==> config.mk <==
export PLATFORM = sky130hd
export DESIGN_NAME = icap_responder
export DESIGN_NICKNAME = d
export VERILOG_FILES = /design/src/rtl/icap_pkg.sv /design/src/rtl/icap_bitswap.sv /design/src/rtl/icap_responder.sv
export SDC_FILE = /design/constraint.sdc
export NUM_CORES = 1
export LEC_CHECK = 0
export CAP_MARGIN = 10
export CORE_ASPECT_RATIO = 0.6
export CORE_UTILIZATION = 53
export CTS_CLUSTER_SIZE = 24
export DETAILED_ROUTE_END_ITERATION = 8
export PLACE_DENSITY = 0.81
export RECOVER_POWER = 100
export SLEW_MARGIN = 0
export SYNTH_ARGS = -nofsm -noshare
export SYNTH_HDL_FRONTEND = slang
export SYNTH_SLANG_ARGS = --single-unit
==> constraint.sdc <==
create_clock -name clk_16M00 -period 3.7 [get_ports clk_16M00]
set_input_delay 0.925 -clock clk_16M00 [delete_from_list [all_inputs] [get_ports clk_16M00]]
set_output_delay 0.925 -clock clk_16M00 [all_outputs]
set_load 0.1 [all_outputs]
==> src/rtl/icap_pkg.sv <==
// Shared ICAP packet constants, header field helpers and responder state encoding.
package icap_pkg;

  localparam logic [15:0] SyncWord0 = 16'hAA99;
  localparam logic [15:0] SyncWord1 = 16'h5566;
  localparam logic [15:0] NoopWord  = 16'h2000;

  localparam logic [2:0] HdrType1 = 3'b001;

  localparam logic [1:0] OpNoop  = 2'b00;
  localparam logic [1:0] OpRead  = 2'b01;
  localparam logic [1:0] OpWrite = 2'b10;

  localparam logic [5:0] RegCmd  = 6'h05;
  localparam logic [5:0] RegGen1 = 6'h13;
  localparam logic [5:0] RegGen2 = 6'h14;
  localparam logic [5:0] RegGen5 = 6'h17;

  localparam logic [15:0] CmdReboot = 16'h000E;
  localparam logic [15:0] CmdDesync = 16'h000D;

  typedef enum logic [2:0] {
    StUnsync,
    StSync1,
    StHdr,
    StWdata,
    StRwait,
    StRbusy,
    StRdone
  } icap_state_e;

  function automatic logic [2:0] hdr_type(input logic [15:0] w);
    return w[15:13];
  endfunction

  function automatic logic [1:0] hdr_op(input logic [15:0] w);
    return w[12:11];
  endfunction

  function automatic logic [5:0] hdr_reg(input logic [15:0] w);
    return w[10:5];
  endfunction

  function automatic logic [4:0] hdr_cnt(input logic [15:0] w);
    return w[4:0];
  endfunction

endpackage

==> src/rtl/icap_bitswap.sv <==
// Per-byte bit mirror between the physical ICAP bus order and logical word order.
module icap_bitswap (
  input  logic [15:0] i_word,
  output logic [15:0] o_word
);

  for (genvar i = 0; i < 8; i++) begin : g_bit
    assign o_word[i]     = i_word[7-i];
    assign o_word[8+i]   = i_word[15-i];
  end

endmodule

==> src/rtl/icap_responder.sv <==
// ICAP packet-port stand-in: sync detection, type-1 packet decode, GENERAL_1/2/5 storage,
// busy-handshaked readback and REBOOT signalling with the latched boot address.
module icap_responder
  import icap_pkg::*;
#(
  parameter int unsigned BUSY_CYCLES = 2,
  parameter logic [15:0] GEN5_INIT   = 16'h0000
) (
  input  logic        clk_16M00,
  input  logic        reset,
  input  logic        ce,
  input  logic        write,
  input  logic [15:0] din,
  output logic [15:0] dout,
  output logic        busy,
  output logic        synced,
  output logic        reboot,
  output logic [23:0] boot_addr,
  output logic [15:0] gen5,
  output logic        error
);

  icap_state_e r_state, w_state_d;
  logic [15:0] r_gen1, w_gen1_d;
  logic [15:0] r_gen2, w_gen2_d;
  logic [15:0] r_gen5, w_gen5_d;
  logic [15:0] r_dout, w_dout_d;
  logic        r_busy, w_busy_d;
  logic        r_synced, w_synced_d;
  logic        r_reboot, w_reboot_d;
  logic        r_error, w_error_d;
  logic [5:0]  r_reg, w_reg_d;
  logic [4:0]  r_cnt, w_cnt_d;
  logic [3:0]  r_bcnt, w_bcnt_d;
  logic        r_prev_ce_lo, r_prev_write;

  logic [15:0] w_din;
  logic [15:0] w_rd_val;
  logic        w_wr_word, w_rd_cyc, w_abort;

  icap_bitswap u_din_swap (
    .i_word(din),
    .o_word(w_din)
  );

  // r_dout holds the logical word; the bus sees it mirrored.
  icap_bitswap u_dout_swap (
    .i_word(r_dout),
    .o_word(dout)
  );

  assign w_wr_word = ~ce & ~write;
  assign w_rd_cyc  = ~ce & write;
  assign w_abort   = r_prev_ce_lo & ~ce & (write != r_prev_write);

  assign busy      = r_busy;
  assign synced    = r_synced;
  assign reboot    = r_reboot;
  assign error     = r_error;
  assign gen5      = r_gen5;
  assign boot_addr = {r_gen2[7:0], r_gen1};

  always_comb begin
    w_rd_val = 16'h0000;
    case (r_reg)
      RegGen1: w_rd_val = r_gen1;
      RegGen2: w_rd_val = r_gen2;
      RegGen5: w_rd_val = r_gen5;
      default: w_rd_val = 16'h0000;
    endcase
  end

  always_comb begin
    w_state_d  = r_state;
    w_gen1_d   = r_gen1;
    w_gen2_d   = r_gen2;
    w_gen5_d   = r_gen5;
    w_dout_d   = r_dout;
    w_busy_d   = r_busy;
    w_synced_d = r_synced;
    w_reboot_d = 1'b0;
    w_error_d  = 1'b0;
    w_reg_d    = r_reg;
    w_cnt_d    = r_cnt;
    w_bcnt_d   = r_bcnt;

    if (w_abort) begin
      w_error_d  = 1'b1;
      w_synced_d = 1'b0;
      w_busy_d   = 1'b0;
      w_state_d  = StUnsync;
    end else begin
      unique case (r_state)
        StUnsync: begin
          if (w_wr_word && w_din == SyncWord0) w_state_d = StSync1;
        end
        StSync1: begin
          if (w_wr_word) begin
            if (w_din == SyncWord1) begin
              w_state_d  = StHdr;
              w_synced_d = 1'b1;
            end else if (w_din != SyncWord0) begin
              w_state_d = StUnsync;
            end
          end
        end
        StHdr, StRdone: begin
          if (w_wr_word) begin
            w_state_d = StHdr;
            w_reg_d   = hdr_reg(w_din);
            w_cnt_d   = hdr_cnt(w_din);
            if (hdr_type(w_din) != HdrType1) begin
              w_error_d = 1'b1;
            end else begin
              case (hdr_op(w_din))
                OpNoop:  w_state_d = StHdr;
                OpWrite: if (hdr_cnt(w_din) != 5'd0) w_state_d = StWdata;
                OpRead:  if (hdr_cnt(w_din) != 5'd0) w_state_d = StRwait;
                default: w_error_d = 1'b1;
              endcase
            end
          end
        end
        StWdata: begin
          if (w_wr_word) begin
            w_cnt_d = r_cnt - 5'd1;
            if (r_cnt == 5'd1) w_state_d = StHdr;
            case (r_reg)
              RegGen1: w_gen1_d = w_din;
              RegGen2: w_gen2_d = w_din;
              RegGen5: w_gen5_d = w_din;
              RegCmd: begin
                if (w_din == CmdReboot) begin
                  w_reboot_d = 1'b1;
                  w_synced_d = 1'b0;
                  w_state_d  = StUnsync;
                end else if (w_din == CmdDesync) begin
                  w_synced_d = 1'b0;
                  w_state_d  = StUnsync;
                end
              end
              default: ;
            endcase
          end
        end
        StRwait: begin
          if (w_rd_cyc) begin
            w_state_d = StRbusy;
            w_busy_d  = 1'b1;
            w_bcnt_d  = 4'(BUSY_CYCLES);
          end
        end
        StRbusy: begin
          // CE-high cycles simply hold the busy countdown.
          if (w_rd_cyc) begin
            if (r_bcnt == 4'd1) begin
              w_dout_d  = w_rd_val;
              w_busy_d  = 1'b0;
              w_cnt_d   = r_cnt - 5'd1;
              w_state_d = (r_cnt == 5'd1) ? StRdone : StRwait;
            end else begin
              w_bcnt_d = r_bcnt - 4'd1;
            end
          end
        end
        default: w_state_d = StUnsync;
      endcase
    end
  end

  always_ff @(posedge clk_16M00 or posedge reset) begin
    if (reset) begin
      r_state      <= StUnsync;
      r_gen1       <= 16'h0000;
      r_gen2       <= 16'h0000;
      r_gen5       <= GEN5_INIT;
      r_dout       <= 16'hFFFF;
      r_busy       <= 1'b0;
      r_synced     <= 1'b0;
      r_reboot     <= 1'b0;
      r_error      <= 1'b0;
      r_reg        <= 6'd0;
      r_cnt        <= 5'd0;
      r_bcnt       <= 4'd0;
      r_prev_ce_lo <= 1'b0;
      r_prev_write <= 1'b0;
    end else begin
      r_state      <= w_state_d;
      r_gen1       <= w_gen1_d;
      r_gen2       <= w_gen2_d;
      r_gen5       <= w_gen5_d;
      r_dout       <= w_dout_d;
      r_busy       <= w_busy_d;
      r_synced     <= w_synced_d;
      r_reboot     <= w_reboot_d;
      r_error      <= w_error_d;
      r_reg        <= w_reg_d;
      r_cnt        <= w_cnt_d;
      r_bcnt       <= w_bcnt_d;
      r_prev_ce_lo <= ~ce;
      r_prev_write <= write;
    end
  end

endmodule

==> run summary <==
The area of the mapped netlist is 0.004397 mm^2. For this configuration, the core starts out at a cell density of 0.5534. The maximum VDD drop is 0.0002648 V. The total of fill cells in the finished design is 613. Wires add up to 10.68 mm. The cell-internal power is 1.682 mW.

Yosys attributes the largest share of cell area to sky130_fd_sc_hd__dfrtp_1 41%, sky130_fd_sc_hd__mux2_2 14%, sky130_fd_sc_hd__dfstp_2 9.6%. The average detailed-routed wire length per instance came out at 18.28 um. The share of flip-flops with an asynchronous set or reset after synthesis came out at 1.000. The switching power came out at 0.4750 mW. The clock sink count is 88. Port buffering added 79 buffers. In this run the post-CTS setup repair buffer count came out at 0.

The number of buffers created by CTS is 9. The storage element area is 0.002222 mm^2. The combinational cell fraction of total power came out at 0.063. The maximum clock skew at final layout came out at 7.808 ps. For this run, the number of Yosys warnings is 0. The synthesized netlist net count is 424. The total power is 2.157 mW. Once detail routing completed, the nets flagged for antenna violations numbered 0. Global routing finished with a remaining overflow of 0. The initial antenna violation count came to 0. Routability-driven placement finished with a final weighted congestion of 0.8763. The area enclosed by the die boundary is 0.008676 mm^2.

The fraction of layout cells with a size suffix above 1 is 0.2143. The arrival time of data at the critical path endpoint is 3330 ps. In this run the power density over the cells is 399.1 mW/mm^2. In this run the worst hold path is classified as reg -> reg. The net switching share of the total power came out at 0.2202. Of the total power, registers draw 0.460. 80 I/O pins were placed. The net count reported at finish is 498.

After routing, the total negative slack on setup checks comes to 0 ps. Timing would allow up to 321.5 MHz. The first global-routing pass estimated 16.92 mm of wire.

The share of total power in the clock network came out at 0.476. The total vias in the final route is 3,453. The placeable core region came out at 0.007945 mm^2. The source-to-sink clock delay at the later pin of the worst-skew pair came out at 340 ps.

The worst setup path is captured at a register. The placement row count is 25. The library cell used most frequently in the layout, excluding fill and tap cells, is sky130_fd_sc_hd__dfrtp_1.

The hold violation count in the final report came out at 0. The gate count after technology mapping came out at 397. The number of max-cap violations came out at 0.

The type of the worst setup path is in -> reg. Entering global routing, the biggest net connects 89 pins. The highest net fanout along the worst path is 16. The count of TritonRoute iterations in the first routing pass is 8. The actual transition at the worst max-transition pin is 1217 ps. The smallest clock period supported by the final layout is computed as 3110 ps.

After detailed routing, the number of remaining DRC violations is 0. The dominant synthesized flop cell is sky130_fd_sc_hd__dfrtp_1. The number of setup violations in the final report is 0. The via count of the first global-routing pass came to 3,237. The worst setup path is launched from an input port.

The area overhead of the layout relative to synthesis came out at 22.94%. A synthesized cell averages 11.07 um^2. In the layout the commonest cells are 72 x sky130_fd_sc_hd__dfrtp_1, 54 x sky130_fd_sc_hd__mux2_2, 39 x sky130_fd_sc_hd__dlygate4sd3_1, 34 x sky130_fd_sc_hd__nor2_1, 32 x sky130_fd_sc_hd__o21ai_0. The detailed router finished its first iteration with 467 violations.

The HPWL after detailed placement is 7.418 mm. The max-slew violation count came out at 0. Using the TritonRoute via totals, the vias-per-cell ratio works out to 5.913. Of all cell types, the one taking the most synthesized area is sky130_fd_sc_hd__dfrtp_1. The maximum buffer depth of the clock tree is 2. The die height is 72.55 um. The clock-pin slew on the worst setup and hold paths is 60 ps.

The reported leakage power is 2.451 nW. The chip width came out at 119.6 um. The TritonCTS clock tree is done. The multi-input gate area in the final layout came out at 0.001967 mm^2. Of the post-synthesis cell area, the dominant cell type holds 0.4098. The post-cts gate resize count came out at 0. The hold buffer count at CTS is 0. 0 antenna diodes ended up in the layout. Setup repair after global routing left no endpoint under its margin. The total of flip-flops plus latches after synthesis came out at 88. The count of flip-flops with a built-in enable after synthesis is 0. The tree is rooted in a sky130_fd_sc_hd__clkbuf_16. The distinct cell type count of the synthesized netlist is 52. Of the available clock period, the critical path in the final layout requires 0.8406. For this run, the total global-route usage over all layers was measured as 0.2574.

The worst pin sits at a relative slew slack of 0.1922. The worst endpoint required time came out at 3920 ps. The run finished with clean final reports. The depth of the CTS H-tree came out at 3. For this run, the register share of the synthesized area comes to 0.5054.
==> layer usage <==
layer	global-route usage	vias to the layer above	share of wire
met4	0.08056	0	0.014
met2	0.3642	162	0.44
met1	0.3889	1719	0.48
li1	-	1550	-
met3	0.06289	22	0.071
met5	0	-	0
==> power groups by stage <==
stage	clock network, mW	logic (mW)	registers (mW)
final	1.03	0.137	0.993
after global routing	1.07	0.150	0.994
after CTS	1.03	0.137	0.992
after floorplan	0	0.0896	1.00
after detailed placement	0	0.137	1.01
after global placement	0	0.134	1.01
==> kinds of logic after synthesis <==
family	count (synthesis)	synth area share
adder cells (fa/ha/maj)	7	0.01992
multiplexers	73	0.1816
flip-flops	88	0.5054
AO/OA/AOI/OAI	69	0.08850
XOR/XNOR	3	0.005977
buffers and inverters	34	0.04496
AND/OR/NAND/NOR	123	0.1537
==> critical path: stages <==
cell and delay, ps:
sky130_fd_sc_hd__dlygate4sd3_1 660, sky130_fd_sc_hd__nor2b_1 220, sky130_fd_sc_hd__and3_1 220, sky130_fd_sc_hd__nand2_1 140, sky130_fd_sc_hd__nor2_1 110, sky130_fd_sc_hd__nand2_1 540, sky130_fd_sc_hd__mux2_2 490
==> worst paths after layout <==
path,slack [ps],cells after the start,endpoint,start
max,590,7,gen5[10]$_DFFE_PP0P_,write
min,480,2,r_dout[7]$_DFFE_PP1P_,r_dout[7]$_DFFE_PP1P_
max reg2reg,1190,6,gen5[10]$_DFFE_PP0P_,r_state[1]$_DFFE_PP0P_
min reg2reg,480,2,r_dout[7]$_DFFE_PP1P_,r_dout[7]$_DFFE_PP1P_
max in group asynchronous,2120,3,r_dout[8]$_DFFE_PP1P_,reset
min in group asynchronous,1180,3,r_bcnt[3]$_DFFE_PP0P_,reset
==> Yosys cell counts, types with 3 or more instances <==
cell	number
sky130_fd_sc_hd__a21oi_1	23
sky130_fd_sc_hd__and3_1	5
sky130_fd_sc_hd__buf_2	5
sky130_fd_sc_hd__buf_4	10
sky130_fd_sc_hd__buf_6	3
sky130_fd_sc_hd__clkbuf_1	5
sky130_fd_sc_hd__dfrtp_1	72
sky130_fd_sc_hd__dfstp_2	16
sky130_fd_sc_hd__ha_1	7
sky130_fd_sc_hd__inv_1	9
sky130_fd_sc_hd__mux2_2	54
sky130_fd_sc_hd__mux2i_1	19
sky130_fd_sc_hd__nand2_1	28
sky130_fd_sc_hd__nand2b_1	5
sky130_fd_sc_hd__nand3_1	8
sky130_fd_sc_hd__nand3b_1	3
sky130_fd_sc_hd__nand4_1	4
sky130_fd_sc_hd__nor2_1	34
sky130_fd_sc_hd__nor2b_1	3
sky130_fd_sc_hd__nor3_1	7
sky130_fd_sc_hd__nor4_1	3
sky130_fd_sc_hd__o21ai_0	32
sky130_fd_sc_hd__xor2_1	3
==> through the flow <==
step / cell area, um^2 / utilization / worst slack, ps / cells / hold WS, ps
detailed placement: 5175 / 0.6513 / 585.9 / 568 / 470.5
finish: 5405 / 0.6803 / 589.6 / 584 / 475.3
global placement: 5175 / 0.6513 / 621.2 / 568 / 468.0
CTS: 5513 / 0.6939 / 866.7 / 584 / 479.0
global route: 5405 / 0.6803 / 479.2 / 584 / 496.8
floorplan: 4397 / - / 522.9 / 397 / 474.7
==> cell type report <==
type                            instances  area share
Sequential cell                        88      0.4111
Clock inverter                          5     0.01944
Clock buffer                           11     0.04306
Tap cell                              108     0.02500
Multi-Input combinational cell        275      0.3639
Inverter                                9    0.006481
Timing Repair Buffer                   88      0.1310
Power figures use the tool's default switching activity.
